## src/rtl/qracc_pkg.sv

```systemverilog
// qracc_pkg: sequencer state type and accumulator-width helper shared by the MAC sequencer files
package qracc_pkg;

    typedef enum logic [2:0] {IDLE, LOAD_W, SETTLE, LOAD_X, MAC, WAIT_RES, DONE} qracc_seq_state_t;

    function automatic int accBits(input int adc_bits, input int x_bits);
        return adc_bits + x_bits;
    endfunction

endpackage

```

## src/rtl/qracc_bs_accum.sv

```systemverilog
// qracc_bs_accum: per-lane ADC sign extension and bit-serial shift-add accumulation
module qracc_bs_accum
    import qracc_pkg::*;
#(
    parameter int numCols    = 32,
    parameter int numAdcBits = 4,
    parameter int accW       = 6
) (
    input  logic                         clk,
    input  logic                         nrst,
    input  logic                         clr_i,
    input  logic                         en_i,
    input  logic [numCols*numAdcBits-1:0] adc_i,
    output logic [numCols*accW-1:0]       acc_o
);

    for (genvar i = 0; i < numCols; i++) begin : g_lane
        logic [accW-1:0] w_ext, r_acc;
        assign w_ext = {{(accW-numAdcBits){adc_i[i*numAdcBits+numAdcBits-1]}}, adc_i[i*numAdcBits +: numAdcBits]};
        always_ff @(posedge clk)
            if (nrst || clr_i) r_acc <= '0;
            else if (en_i) r_acc <= {r_acc[accW-2:0], 1'b0} + w_ext;
        assign acc_o[i*accW +: accW] = r_acc;
    end

endmodule

```

## src/rtl/qracc_mac_sequencer.sv

```systemverilog
// qracc_mac_sequencer: weight-load and bit-serial MAC job sequencer; QRACC_BITSERIAL_ACC_EN enables per-vector shift-add accumulation
module qracc_mac_sequencer
    import qracc_pkg::*;
#(
    parameter int numRows      = 128,
    parameter int numCols      = 32,
    parameter int numAdcBits   = 4,
    parameter int xBits        = 2,
    parameter int settleCycles = 5
) (
    input  logic                                          clk,
    input  logic                                          nrst,
    input  logic                                          start_i,
    input  logic                                          cfg_skip_w_i,
    input  logic [15:0]                                   n_vectors_i,
    input  logic [7:0]                                    n_input_bits_i,
    input  logic                                          w_valid_i,
    output logic                                          w_ready_o,
    input  logic [numCols-1:0]                            w_data_i,
    input  logic                                          x_valid_i,
    output logic                                          x_ready_o,
    input  logic [numRows*xBits-1:0]                      x_data_i,
    output logic                                          sram_rq_valid_o,
    output logic                                          sram_rq_wr_o,
    output logic [$clog2(numRows)-1:0]                    sram_addr_o,
    output logic [numCols-1:0]                            sram_wr_data_o,
    input  logic                                          sram_rq_ready_i,
    output logic                                          mac_en_o,
    output logic [numRows*xBits-1:0]                      x_data_o,
    input  logic [numCols*numAdcBits-1:0]                 adc_out_i,
    output logic                                          res_valid_o,
    input  logic                                          res_ready_i,
    output logic [numCols*accBits(numAdcBits, xBits)-1:0] res_data_o,
    output logic                                          busy_o,
    output logic                                          done_o
);

    localparam int AW = $clog2(numRows);
    localparam int ACC = accBits(numAdcBits, xBits);
    localparam logic [AW-1:0] LAST_ROW = AW'(numRows - 1);
    localparam logic [15:0] LAST_SETTLE = 16'(settleCycles - 1);

    qracc_seq_state_t r_state, w_next;
    logic r_rq_valid;
    logic [AW-1:0] r_row;
    logic [numCols-1:0] r_wr_data;
    logic [15:0] r_cnt, r_vec, r_nv;
    logic [7:0] r_bit, r_nbm1, w_nb;
    logic [numRows*xBits-1:0] r_x;
    logic w_rq_done, w_x_hs;

    assign w_nb = n_input_bits_i < 8'd2 ? 8'd2 : n_input_bits_i > 8'(xBits) ? 8'(xBits) : n_input_bits_i;
    assign w_rq_done = r_rq_valid && sram_rq_ready_i;
    assign w_x_hs = x_ready_o && x_valid_i;

    assign w_ready_o = r_state == LOAD_W && !r_rq_valid;
    assign x_ready_o = r_state == LOAD_X;
    assign sram_rq_valid_o = r_rq_valid;
    assign sram_rq_wr_o = r_rq_valid;
    assign sram_addr_o = r_row;
    assign sram_wr_data_o = r_wr_data;
    assign mac_en_o = r_state inside {SETTLE, LOAD_X, MAC, WAIT_RES};
    assign x_data_o = r_x;
    assign res_valid_o = r_state == WAIT_RES;
    assign busy_o = r_state != IDLE;
    assign done_o = r_state == DONE;

    always_ff @(posedge clk) r_state <= nrst ? IDLE : w_next;

    always_comb begin
        w_next = r_state;
        case (r_state)
            IDLE:     w_next = start_i ? (cfg_skip_w_i ? SETTLE : LOAD_W) : IDLE;
            LOAD_W:   w_next = w_rq_done && r_row == LAST_ROW ? SETTLE : LOAD_W;
            SETTLE:   w_next = r_cnt != LAST_SETTLE ? SETTLE : r_nv == 16'd0 ? DONE : LOAD_X;
            LOAD_X:   w_next = x_valid_i ? MAC : LOAD_X;
`ifdef QRACC_BITSERIAL_ACC_EN
            MAC:      w_next = r_bit + 8'd1 == r_nbm1 ? WAIT_RES : MAC;
`else
            MAC:      w_next = WAIT_RES;
`endif
            WAIT_RES: w_next = !res_ready_i ? WAIT_RES : r_bit != r_nbm1 ? MAC : r_vec != r_nv ? LOAD_X : DONE;
            default:  w_next = IDLE;
        endcase
    end

    always_ff @(posedge clk) begin
        if (nrst) begin
            r_rq_valid <= 1'b0;
            r_row      <= '0;
            r_wr_data  <= '0;
            r_cnt      <= '0;
            r_vec      <= '0;
            r_nv       <= '0;
            r_bit      <= '0;
            r_nbm1     <= '0;
            r_x        <= '0;
        end else begin
            if (r_state == IDLE && start_i) begin
                r_nv   <= n_vectors_i;
                r_nbm1 <= w_nb - 8'd1;
                r_row  <= '0;
                r_cnt  <= '0;
                r_vec  <= '0;
            end
            if (w_ready_o && w_valid_i) begin
                r_rq_valid <= 1'b1;
                r_wr_data  <= w_data_i;
            end
            if (w_rq_done) begin
                r_rq_valid <= 1'b0;
                r_row      <= r_row == LAST_ROW ? '0 : r_row + 1'b1;
            end
            if (r_state == SETTLE) r_cnt <= r_cnt == LAST_SETTLE ? '0 : r_cnt + 16'd1;
            if (w_x_hs) begin
                r_x   <= x_data_i;
                r_vec <= r_vec + 16'd1;
                r_bit <= '0;
            end
            if (r_state == MAC) r_bit <= r_bit + 8'd1;
        end
    end

`ifdef QRACC_BITSERIAL_ACC_EN
    qracc_bs_accum #(
        .numCols(numCols), .numAdcBits(numAdcBits), .accW(ACC)
    ) u_accum (
        .clk(clk), .nrst(nrst), .clr_i(w_x_hs), .en_i(r_state == MAC), .adc_i(adc_out_i), .acc_o(res_data_o)
    );
`else
    logic [numCols*ACC-1:0] w_sext, r_res;
    for (genvar i = 0; i < numCols; i++) begin : g_ext
        assign w_sext[i*ACC +: ACC] = {{xBits{adc_out_i[i*numAdcBits+numAdcBits-1]}}, adc_out_i[i*numAdcBits +: numAdcBits]};
    end
    // raw per-bit result is captured on the bit-cycle edge and held through WAIT_RES
    always_ff @(posedge clk)
        if (nrst) r_res <= '0;
        else if (r_state == MAC) r_res <= w_sext;
    assign res_data_o = r_res;
`endif

endmodule

```

## config.mk

```make
export PLATFORM = sky130hd
export DESIGN_NAME = qracc_mac_sequencer
export DESIGN_NICKNAME = d
export VERILOG_FILES = /design/src/rtl/qracc_pkg.sv /design/src/rtl/qracc_bs_accum.sv /design/src/rtl/qracc_mac_sequencer.sv
export SDC_FILE = /design/constraint.sdc
export NUM_CORES = 1
export LEC_CHECK = 0
export CAP_MARGIN = 10
export CORE_AREA = 2 2 368 370
export CTS_CLUSTER_SIZE = 30
export DETAILED_ROUTE_END_ITERATION = 16
export DIE_AREA = 0 0 370 372
export PLACE_DENSITY = 0.45
export SLEW_MARGIN = 20
export SYNTH_ARGS = -nofsm -noshare
export SYNTH_HDL_FRONTEND = slang
export SYNTH_SLANG_ARGS = --single-unit
```

## constraint.sdc

```tcl
create_clock -name clk -period 2.2 [get_ports clk]
set_clock_uncertainty 0.15 [all_clocks]
set_input_delay 0.33 -clock clk [delete_from_list [all_inputs] [get_ports clk]]
set_output_delay 0.33 -clock clk [all_outputs]
set_load 0.05 [all_outputs]
```

==> metrics.txt <==
Synth Register Bits=491; M1 wire length=around 37000 um; fin crit share=103%; I/O pin cnt=about 940; Non-Filler Instances=approximately 5100; Die W=between 300 and 400 um; Critical Path End Type=output port; final wirelength=approximately 87000 um; CORE AREA=0.134 sq mm; min Tclk post-route=~2.3 ns; met2 wire length=around 42000 um; crit start category=flip-flop; area added between synthesis and finish=70.6%; Global Route Usage Sum=11.8%; Peak Freq=between 0.4 and 0.5 GHz; full die area=about 0.14 sq mm; slew margin rel.=around 60%; commonest non-fill, non-tap cell in the layout=nand2_1; drt pass-1 iters=4; HP Class=primary input to flip-flop; Worst Max-Slew Pin Slew=between 0.5 and 0.6 ns; antenna viol nets, final=0; H-tree depth=2; Synth area leader=dfxtp_1; Worst Path Arrival=approximately 1.8 ns; PD cells=just under 700 mW/mm^2; nets=about 3700; placed cell count=around 4900; Cells after Synth=2339; starting density of the core=roughly 14%; number of library cell types mapped by synthesis=60; crit path launch=r_state[1]; dpl hpwl=approximately 66000 um; most frequent cells in the layout=nand2_1 (905), dfxtp_1 (489), a21oi_1 (458); routability cong.=about 0.82; max-cap violations=0; Syn Area/Cell=7.92 sq um; Final setup viols=2; Net Count, Synth=around 2800; final core utilization=between 20% and 30%; worst setup path category=flip-flop to output port; EDFF count, synth=0; CTS Root Cell=clkbuf_16; Synthesis Warnings=0; largest cells by area after synthesis=dfxtp_1 (53%), nand2_1 (18%), a21oi_1 (12%); Hold Crit Start=x_data_i[227]; Post-synth ARST share=0%; Top Layer Used=met4; gr ovfl total=0; Worst-path clk slew=0.06 ns; clk sink count=491; DR WL met3=about 5400 um; Synth Flop Type=dfxtp_1; Netlist Area Pre-Place=~0.019 sq mm; sequential share of the synthesized area=53.1%; die height=372 um; post-synth top area share=a little over half; Reg-to-Reg Start=sram_addr_o[0]; Max Root-Sink Buffers=3; DR vias/cell=between 3 and 4; status=finished with violations; first-pass GRT wire length=122000 um; port bufs=approximately 930; final hold viol count=0; RSZ-0062 raised after global routing=true; TritonCTS clock tree=done; DRC viols=0; failing checks=negative setup slack; antenna violations before repair=4; reg-to-reg slack, setup=0.16 ns; Clock Latency Late Sink=around 0.64 ns; CP Max Fanout=2; largest net degree at the start of global routing=86; fin. max-slew vios=0; cell row count=135; DRT iter0 DRCs=around 860; leakage power=around 13 nW; share of cells above drive strength 1=about 9%; WL/cell=17.2 um; CTS buffer count=61; via count=roughly 19000; Req. time, crit path=1.72 ns; vias in the first global route=about 18000; Max VDD drop=approximately 0.52 mV; final setup margin=-0.0657 ns
synthesized netlist by cell type (3+ instances only):
cell      instances
nand2_1         905
dfxtp_1         491
a21oi_1         458
clkbuf_1         85
buf_4            71
buf_2            70
nor2_1           37
xor2_1           19
nand3_1          17
a311oi_1         14
inv_1            10
o21ai_0          10
a31oi_1           9
and3_1            9
nand4_1           9
nor4_1            9
xnor2_1           9
and2_1            8
nor3_1            8
a211oi_1          6
buf_6             6
ha_1              6
a41oi_1           5
and4_1            4
o211ai_1          4
o21a_1            4
or3_1             4
a22oi_1           3
mux2_2            3
nand3b_1          3
nand4b_1          3
nor4b_1           3
cells by family (layout without fill, tap and decap cells):
logic type	count (synthesis)	after routing	share of synthesized area (%)
AOI/OAI and AO/OA	526	526	15.2
adders and majority gates	6	6	0.405
DFF	491	491	53.1
muxes	6	6	0.351
other	2	8	0.0406
buffers and inverters	243	1169	7.09
and+or+nand+nor	1037	1037	22.5
xor gates and xnor gates	28	28	1.32
report_power, final:
| group | total, W | internal (W) | leakage [nW] | switching, W |
|---|---|---|---|---|
| registers | 0.00908 | 0.00901 | 3.96 | 0.0000729 |
| clock network | 0.0101 | 0.00599 | 1.01 | 0.00415 |
| logic | 0.00218 | 0.00109 | 7.89 | 0.00109 |
| total | 0.0214 | 0.0161 | 12.9 | 0.00532 |
critical path, stage by stage, from the launching register on:
cell and delay (ns):
dfxtp_2 0.31, or3b_4 0.48, nor2_4 0.18, buf_12 0.15
registers in the layout, indices dropped and copies added (netlist names):
signal and flops:
x_data_o 256, res_data_o 128, sram_wr_data_o 32, r_cnt 16, r_nv 16, r_vec 16
r_bit 8, r_nbm1 8, sram_addr_o 7, r_state 3, sram_rq_valid_o 1
final timing paths:
kind | endpoint | cells after the start
max reg2reg | r_state[0] | 7
min reg2reg | x_data_o[249] | 2
min | x_data_o[227] | 3
max | w_ready_o | 3
through the flow:
stage	setup TNS [ns]	area (sq um)	hold WS [ns]	worst slack (ns)	power, W
global placement	-0.700	30000	0.292	-0.489	0.0115
CTS	-0.359	31600	0.000429	-0.258	0.0219
finish	-0.0699	31600	0.0832	-0.0657	0.0214
global route	-0.378	31600	0.0356	-0.159	0.0223
detailed placement	-0.587	30000	0.296	-0.407	0.0115
floorplan	0	18500	0.299	0.121	0.0101
what timing repair did:
item / CTS / global route
pin swaps: 0 / 2
endpoints found under the hold margin: 15 / 0
gates cloned: 0 / 0
resized for setup: 452 / 9
setup buffers: 3 / 3
hold buffers: 4 / 0
setup endpoints to repair: 441 / 10
area by class of cell:
class | count | area, sq um
fill | 14900 | 103000
timing repair buffer | 1047 | 10000
sequential | 491 | 9830
multi-input combinational | 1605 | 7430
tap | 1781 | 2230
clock buffer | 91 | 1850
clock inverter | 21 | 164
inverter | 10 | 37.5
antenna | 6 | 15.0
metal layers:
layer / vias up / GRT usage, %
li1: 9387 / -
met2: 518 / 19.7
met5: - / 0
met1: 8809 / 14.8
met4: 0 / 3.79
met3: 120 / 3.00
Note: power is estimated with default switching activity, not from simulation.
